File: config.mk
export PLATFORM = sky130hd
export DESIGN_NAME = requant_pipe
export DESIGN_NICKNAME = d
export VERILOG_FILES = /design/src/rtl/requant_pipe.sv
export SDC_FILE = /design/constraint.sdc
export NUM_CORES = 2
export LEC_CHECK = 0
export ABC_AREA = 1
export BUFFER_PORTS_ARGS = -buffer_cell sky130_fd_sc_hd__clkbuf_2
export CAP_MARGIN = 20
export CORE_MARGIN = 10
export CORE_UTILIZATION = 50
export DETAILED_ROUTE_END_ITERATION = 12
export HOLD_SLACK_MARGIN = 0.1
export PLACE_DENSITY = 0.69
export SETUP_SLACK_MARGIN = 0.2
export SLEW_MARGIN = 20
export SYNTH_ARGS = -nofsm -noshare
export SYNTH_HDL_FRONTEND = slang
export SYNTH_SLANG_ARGS = --single-unit
export TNS_END_PERCENT = 1
File: constraint.sdc
create_clock -name clk -period 10.31 [get_ports clk]
set_input_delay 1.5465 -clock clk [delete_from_list [all_inputs] [get_ports clk]]
set_output_delay 1.5465 -clock clk [all_outputs]
set_load 0.005 [all_outputs]
File: src/rtl/requant_pipe.sv
// Four-stage int32 -> int8 requantizer (bias, fixed-point multiply, rounding shift, offset, clamp).
// Define PER_CHANNEL_EN to give bias/multiplier/shift a NUM_CH-entry table indexed by channel.
module requant_pipe #(
    parameter int NUM_CH = 16,
    parameter int CH_W   = 4
) (
    input  logic            clk,
    input  logic            reset,
    input  logic            cfg_valid,
    output logic            cfg_ready,
    input  logic [2:0]      cfg_sel,
    input  logic [CH_W-1:0] cfg_ch,
    input  logic [31:0]     cfg_data,
    input  logic            in_valid,
    output logic            in_ready,
    input  logic [31:0]     in_acc,
    input  logic [CH_W-1:0] in_ch,
    output logic            out_valid,
    input  logic            out_ready,
    output logic [7:0]      out_data,
    output logic            busy
);

    logic advance;
    logic cfg_we;
    logic v1, v2, v3;

    assign advance   = ~out_valid | out_ready;
    assign in_ready  = advance;
    assign busy      = v1 | v2 | v3 | out_valid;
    assign cfg_ready = ~busy;
    assign cfg_we    = cfg_valid & cfg_ready;

    // Shift field is 6-bit signed; -32 is the only value outside +-31.
    function automatic logic signed [5:0] sat_shift(input logic [5:0] d);
        return (d == 6'b10_0000) ? 6'b10_0001 : d;
    endfunction

    logic signed [31:0] sel_bias;
    logic signed [31:0] sel_mult;
    logic signed [5:0]  sel_shift;
    logic signed [31:0] out_offset_q;
    logic signed [7:0]  act_min_q;
    logic signed [7:0]  act_max_q;

`ifdef PER_CHANNEL_EN
    logic signed [31:0] bias_tab  [NUM_CH];
    logic signed [31:0] mult_tab  [NUM_CH];
    logic signed [5:0]  shift_tab [NUM_CH];

    always_ff @(posedge clk) begin
        if (reset) begin
            for (int i = 0; i < NUM_CH; i++) begin
                bias_tab[i]  <= '0;
                mult_tab[i]  <= 32'h4000_0000;
                shift_tab[i] <= 6'sd1;
            end
        end else if (cfg_we) begin
            case (cfg_sel)
                3'd0:    bias_tab[cfg_ch]  <= cfg_data;
                3'd1:    mult_tab[cfg_ch]  <= cfg_data;
                3'd2:    shift_tab[cfg_ch] <= sat_shift(cfg_data[5:0]);
                default: ;
            endcase
        end
    end

    assign sel_bias  = bias_tab[in_ch];
    assign sel_mult  = mult_tab[in_ch];
    assign sel_shift = shift_tab[in_ch];
`else
    logic signed [31:0] bias_q;
    logic signed [31:0] mult_q;
    logic signed [5:0]  shift_q;
    logic               unused_ch;

    always_ff @(posedge clk) begin
        if (reset) begin
            bias_q  <= '0;
            mult_q  <= 32'h4000_0000;
            shift_q <= 6'sd1;
        end else if (cfg_we) begin
            case (cfg_sel)
                3'd0:    bias_q  <= cfg_data;
                3'd1:    mult_q  <= cfg_data;
                3'd2:    shift_q <= sat_shift(cfg_data[5:0]);
                default: ;
            endcase
        end
    end

    assign sel_bias  = bias_q;
    assign sel_mult  = mult_q;
    assign sel_shift = shift_q;
    assign unused_ch = ^{cfg_ch, in_ch};
`endif

    always_ff @(posedge clk) begin
        if (reset) begin
            out_offset_q <= '0;
            act_min_q    <= -8'sd128;
            act_max_q    <= 8'sd127;
        end else if (cfg_we) begin
            case (cfg_sel)
                3'd3:    out_offset_q <= cfg_data;
                3'd4:    act_min_q    <= cfg_data[7:0];
                3'd5:    act_max_q    <= cfg_data[7:0];
                default: ;
            endcase
        end
    end

    // S1: bias add and left shift; the right-shift amount travels with the data.
    logic signed [31:0] x_s0, xl_s0;
    logic signed [5:0]  neg_shift;
    logic [4:0]         ls_s0, rs_s0;

    always_comb begin
        x_s0      = in_acc + sel_bias;
        neg_shift = -sel_shift;
        ls_s0     = '0;
        rs_s0     = '0;
        if (sel_shift[5]) rs_s0 = neg_shift[4:0];
        else              ls_s0 = sel_shift[4:0];
        xl_s0 = x_s0 << ls_s0;
    end

    logic signed [31:0] xl_s1, mult_s1;
    logic [4:0]         rs_s1, rs_s2, rs_s3;
    logic signed [63:0] ab_s1, ab_s2;
    logic               ovf_s1, ovf_s2;

    assign ab_s1  = {{32{xl_s1[31]}}, xl_s1} * {{32{mult_s1[31]}}, mult_s1};
    assign ovf_s1 = (xl_s1 == 32'h8000_0000) && (mult_s1 == 32'h8000_0000);

    // S3: round-to-nearest high half, dividing by 2^31 toward zero rather than flooring.
    logic signed [63:0] nudged, biased;
    logic signed [31:0] h_s2, h_s3;

    always_comb begin
        nudged = ab_s2 + (ab_s2[63] ? 64'hFFFF_FFFF_C000_0001 : 64'h0000_0000_4000_0000);
        biased = nudged + (nudged[63] ? 64'h0000_0000_7FFF_FFFF : 64'h0);
        h_s2   = ovf_s2 ? 32'h7FFF_FFFF : biased[62:31];
    end

    // S4: rounding right shift (ties away from zero), output offset, clamp.
    logic [31:0]        mask, rem, thr;
    logic signed [31:0] shr;
    logic signed [32:0] y, t, min33, max33;
    logic [7:0]         clamped;

    always_comb begin
        mask    = (32'd1 << rs_s3) - 32'd1;
        rem     = h_s3 & mask;
        thr     = {1'b0, mask[31:1]} + {31'd0, h_s3[31]};
        shr     = h_s3 >>> rs_s3;
        y       = {shr[31], shr} + {32'd0, rem > thr} + {out_offset_q[31], out_offset_q};
        min33   = {{25{act_min_q[7]}}, act_min_q};
        max33   = {{25{act_max_q[7]}}, act_max_q};
        t       = (y < min33) ? min33 : y;
        clamped = (t > max33) ? act_max_q : t[7:0];
    end

    // All stages move in lockstep; a stalled output freezes the whole pipe.
    always_ff @(posedge clk) begin
        if (reset) begin
            v1        <= 1'b0;
            v2        <= 1'b0;
            v3        <= 1'b0;
            out_valid <= 1'b0;
            out_data  <= '0;
            xl_s1     <= '0;
            mult_s1   <= '0;
            rs_s1     <= '0;
            ab_s2     <= '0;
            ovf_s2    <= 1'b0;
            rs_s2     <= '0;
            h_s3      <= '0;
            rs_s3     <= '0;
        end else if (advance) begin
            v1        <= in_valid;
            v2        <= v1;
            v3        <= v2;
            out_valid <= v3;
            xl_s1     <= xl_s0;
            mult_s1   <= sel_mult;
            rs_s1     <= rs_s0;
            ab_s2     <= ab_s1;
            ovf_s2    <= ovf_s1;
            rs_s2     <= rs_s1;
            h_s3      <= h_s2;
            rs_s3     <= rs_s2;
            out_data  <= clamped;
        end
    end

endmodule

# Word level (Yosys, flattened, before mapping)
# Index checks and enable logic that the tools add are counted.
word_totals:
  ff_bits: 306
  inputBits: 80
  out_inout_bits: 12
  word_cells: 66
op_classes:
  add_sub_neg: 8
  multipliers: 1
  n_lt_le_gt_ge: 3
  n_eq_ne: 8
  shift: 3
  n_mux: 8
  bitwise_logic: 8
  n_reduce_logical: 8
op_table:
  columns: ["operator", "count"]
  rows:
  - ["$add 64x64->64", 1]
  - ["$eq 32x32->1 const B", 2]
  - ["$mul 32x32->64", 1]
  - ["$mux 64", 1]
  - ["$add 63x31->63", 1]
  - ["$add 32x2->33", 1]
  - ["$add 33x33->33", 1]
  - ["$gt 33x8->1", 1]
  - ["$lt 33x8->1", 1]
  - ["$mux 33", 1]
  - ["$add 31x1->32", 1]
  - ["$add 32x32->32", 1]
  - ["$and 32x32->32", 1]
  - ["$gt 32x32->1", 1]
  - ["$mux 32", 1]
  - ["$shl 1x5->32 const A", 1]
  - ["$shl 32x5->32", 1]
  - ["$sshr 32x5->32", 1]
  - ["$sub 32x1->32 const B", 1]
  - ["$mux 31", 1]
  - ["$reduce_and 2->1", 6]
  - ["$mux 5", 2]
  - ["$mux 8", 1]
  - ["$eq 3x2->1 const B", 2]
  - ["other kinds (10)", 15]

# Logic depth before layout (Yosys ltp)
depth:
  ltp_word: 10
  ltp_mapped: 73

# Worst setup path before layout
# OpenSTA, ideal clock, no wires.
synth_timing:
  path_type: "reg2reg"
  from: "register rs_s3[1]"
  to: "register out_data[0]"
  setup_ns: 0.109
  arrival_time_ns: 9.496
  t_required_ns: 10.201
  path_slack_ns: 0.705
  path_stages_with_launch: 69
  path_buffers: 3
  path_cell_list: "dfxtp_1 -> buf_4 -> nor2_2 -> nand2_1 -> nor2_1 -> nand2_2 -> ha_1 -> inv_1 -> ha_1 -> ha_1 -> nand2_1 -> nor2_2 -> nand4_2 -> nor3_2 -> nand2_2 -> inv_1 -> nand3_1 -> xor2_1 -> [33 not listed] -> nand2_1 -> clkbuf_1 -> o21ai_0 -> inv_1 -> ha_1 -> a21oi_1 -> o21ai_0 -> a41oi_1 -> o21ai_0 -> nand2_1 -> o211ai_1 -> xnor2_1 -> nand2_1 -> inv_1 -> nand2_1 -> nand3_1 -> nand2_1 -> inv_1"
synth_between:
  elab_chain_len: 10
  word_cells_on_any_way: 12
  classes_between: "add/sub (4); order compare (3); shift (2); mux (2); bitwise (1)"
synth_rtl:
  columns: ["element", "line_no", "source"]
  rows:
  - ["from (decl)", "129", "logic [4:0] rs_s1, rs_s2, rs_s3;"]
  - ["from (signal assigned)", "192", "rs_s3 <= rs_s2;"]
  - ["$shl 1x5->32", "153", "mask = (32'd1 << rs_s3) - 32'd1;"]
  - ["$sub 32x1->32", "153", null]
  - ["$add 31x1->32 or $and 32x32->32 (tied branches)", "155, 154", null]
  - ["$gt 32x32->1", "157", "y = {shr[31], shr} + {32'd0, rem > thr} + {out_offset_q[31], out_offset_q};"]
  - ["$add 32x2->33 *", "157", null]
  - ["$add 33x33->33 *", "157", null]
  - ["$lt 33x8->1", "160", "t = (y < min33) ? min33 : y;"]
  - ["$mux 33 *", "160", null]
  - ["$gt 33x8->1", "161", "clamped = (t > max33) ? act_max_q : t[7:0];"]
  - ["$mux 8 *", "161", null]
  - ["to (signal assigned)", "193", "out_data <= clamped;"]
  - ["to (decl)", "20", "output logic [7:0] out_data,"]
# Every way passes the cells marked *; elsewhere a longest branch is shown, timed or not.
# A chain may end at the register's enable or synchronous reset.

# Worst setup path after layout
layout_timing:
  from: "register rs_s3[1]"
  to: "register out_data[1]"
# Same word-level chain as after synthesis.

==> flow_summary_export.csv <==
group,metric,value,unit
timing,setup-violations-final,0,
synth,yosysTopAreaCell,"fa_1",
routing,routed_wl,202000,um
clock_network,numCtsBuffers,38,
global_routing,grt_max_degree,175,
routing,dr_total_vias,59200,
synth,syn_inst,9348,
critical_path,cpMaxStageDelayCell,"fa_2",
global_routing,grt_pass1_vias,60600,
clock_network,path_clk_slew,0.06,ns
synth,synth_compound_area_frac,0.0958,
die,die_area,146000,um^2
timing,holdWs,0.464,ns
clock_network,cts_tree,"built",
global_routing,grt_usage,0.277,
die,initial_core_util,0.505,
routing,wl_per_cell,18.3,um
critical_path,crit_top_cell,"nand2_1",
critical_path,reg2reg_depth,66,
routing,first_iter_violations,4484,
routing,drc,0,
clock_network,clk_latency,0.60,ns
timing,timing.slew.headroom,0.111,
synth,yosys_register_bits,306,
synth,synth_fa_ha_area_frac,0.409,
synth,synth_top_area_frac,0.331,
placement,io_buffer_count,83,
placement,hpwl,169000,um
die,core_area,130000,um^2
clock_network,clock_path_buffers,3,
timing,worstMarginPinSlew,1.33,ns
critical_path,arrival,10.00,ns
clock_network,cts.sinks,306,
finish,fin_area,70500,um^2
synth,syn_area_per_cell,7.02,um^2
die,ios,92,
critical_path,cp-startpoint,"rs_s3[1]",
critical_path,path_max_fanout,11,
synth,synth_top_cells_by_area,"fa_1 (33%), nand2_1 (12%), inv_1 (12%)",
clock_network,root_buffer,"clkbuf_16",
timing,grt_setup_unrepaired,"false",
global_routing,grt-ovfl-total,0,
power,finalPower,7390,uW
clock_network,cts-hold-fix-buffers,0,
power,leakagePower,0.0361,uW
status,status,"completed",
finish,antenna_cells,0,
critical_path,end_kind,"flip-flop",
timing,fin_crit,9.52,ns
timing,setup-tns-final,0,ns
routing,dr.pass1.iters,6,
routing,ant_nets,0,
critical_path,critPathMaxStageDelay,0.42,ns
timing,fmax,0.105,GHz
finish,finalNetCount,10900,
timing,clock_skew,0.0250,ns
flow_run,maxCapViolations,0,
synth,synthArstFlopShare,0,
timing,final_max_slew_viol_count,0,
placement,globalplace.congestion,0.968,
synth,synth-seq-area-share,0.0933,
critical_path,regToRegSetupSlack,0.79,ns
timing,period_share,0.923,
synth,synth_warnings,0,
finish,final_util,0.542,
finish,syn2layout_area_growth,7.44,%
die,row_count,132,
min_path,hp-class,"reg2reg",
critical_path,worstSetupPathType,"reg2reg",
placement,place_area,68600,um^2
synth,synth-edff-count,0,
clock_network,cts_max_level,2,
routing,vias_per_cell,5.34,
synth,syn_nets,10900,
die,die_x,382,um
power,ir_worst_vdd,0.300,mV
critical_path,r2r-end,"out_data[1]",
critical_path,cp-endpoint,"out_data[1]",
synth,synthSimpleGateAreaFrac,0.228,
critical_path,cp_data_required_time,10.79,ns
synth,muxShareOfSynthArea,0.00412,
die,die_h,382,um
finish,drive_gt1_frac,0.0638,
synth,synth_top_family_by_area,"adder cells",
timing,hold_viol,0,
global_routing,antenna_found_initial,0,
synth,synth-xor-area-share,0.0220,
global_routing,grt_pass1_wl,328000,um
critical_path,start_kind,"flip-flop",
synth,ys.flop_type,"dfxtp_1",
critical_path,rr_startpoint,"rs_s3[1]",
power,powerDensity,105,nW/um^2
synth,synth_cell_types,61,
synth,synth_area,65600,um^2
[cells in the mapped netlist (3+ instances only)]
cell type / instances
a21o_1: 15
nand3_1: 392
nor3_1: 54
o221ai_1: 14
xor2_2: 3
nor4_1: 28
o21a_1: 21
o21ai_0: 539
nor2_2: 12
buf_4: 3
nor2_1: 784
o221a_2: 3
nand4_1: 91
xnor2_1: 70
o211ai_1: 41
a211oi_1: 6
a22oi_1: 3
o2111ai_1: 3
clkinv_1: 5
inv_2: 12
buf_1: 16
and3_1: 10
nand3_2: 6
mux2i_1: 27
or2_2: 39
nand2_2: 7
a31oi_1: 58
ha_1: 411
clkbuf_1: 391
nor2_4: 5
nand3b_1: 21
fa_1: 1085
nand2_1: 2179
a21oi_1: 369
o311ai_0: 3
o21bai_1: 48
dfxtp_1: 306
o31ai_1: 5
nor3_2: 6
inv_1: 2134
xor2_1: 89
a21boi_0: 7
[area by class of cell]
type                    count  area (um^2)
fillers                 13000        59500
flip-flops and latches    306         6140
well taps                1742         2180
clock buffers              47         1060
multi-input cells        6476        50300
clock inverters            19          208
inverters                2153         8100
repair buffers            344         2520
[kinds of logic after synthesis]
logic type | count (synthesis)
xor+xnor | 162
flops | 306
other cells | 2
mux | 27
compound gates | 1144
fa+ha+maj | 1496
buf+inv | 2566
simple gates | 3645
[power breakdown]
part           internal (uW)  leakage (uW)  switching, uW  total (uW)
clock                    775      0.000619            616        1390
sequential              1340       0.00250            202        1540
combinational           1580        0.0330           2890        4460
total                   3690        0.0361           3700        7390
[cells in the final DEF (no fill, tap or decap), drive strengths merged, types with 93 or more instances in the layout]
cell type  count
nand3        398
o21ai        539
nand4         93
nand2       2186
buf          261
inv         2153
fa          1085
dfxtp        306
ha           411
nor2         801
a21oi        369
clkbuf       130
[critical path, delay by kind of cell (launching register included)]
family / cells / cell delay [ns]
compound gates: 15 / 2.18
flops: 1 / 0.36
simple gates: 28 / 2.94
fa+ha+maj: 8 / 2.20
xor+xnor: 1 / 0.14
buf+inv: 14 / 1.57
[stage by stage]
stage,worst slack (ns),instances
finish,0.791,11100
CTS,0.217,11100
detailed placement,-0.293,11000
global route,0.108,11100
floorplan,0.705,9348
global placement,-0.0579,11000
[sequential cells by signal (all words and copies together) (netlist names), 32 cells and up]
register,flops
ab_s2,64
bias_q,32
h_s3,32
mult_q,32
mult_s1,32
out_offset_q,32
xl_s1,32
[timing repair]
action                     in CTS  in global routing
resized for setup              29                 74
buffers inserted               10                  6
pin swaps                      19                 52
setup endpoints to repair       8                  8
gates cloned                    2                  0
[layer usage]
layer	routed length (um)	global-route usage	vias to the layer above
met5	0	0	-
met4	6700	0.0857	0
met3	12700	0.0338	332
met2	96100	0.472	1928
met1	86800	0.365	28900
li1	-	-	28100
[how the worst min path moves through the flow]
| stage | from | to | slack (ns) | cells past startpoint |
|---|---|---|---|---|
| finish | rs_s1[4] | rs_s1[4] | 0.46 | 2 |
| global route | xl_s1[14] | xl_s1[14] | 0.49 | 2 |
| CTS | rs_s1[4] | rs_s1[4] | 0.46 | 2 |
| detailed placement | mult_q[30] | mult_q[30] | 0.45 | 2 |
| global placement | mult_q[30] | mult_q[30] | 0.44 | 2 |
| floorplan | mult_q[30] | mult_q[30] | 0.42 | 2 |
No activity file was read; power rests on OpenSTA's default activity.
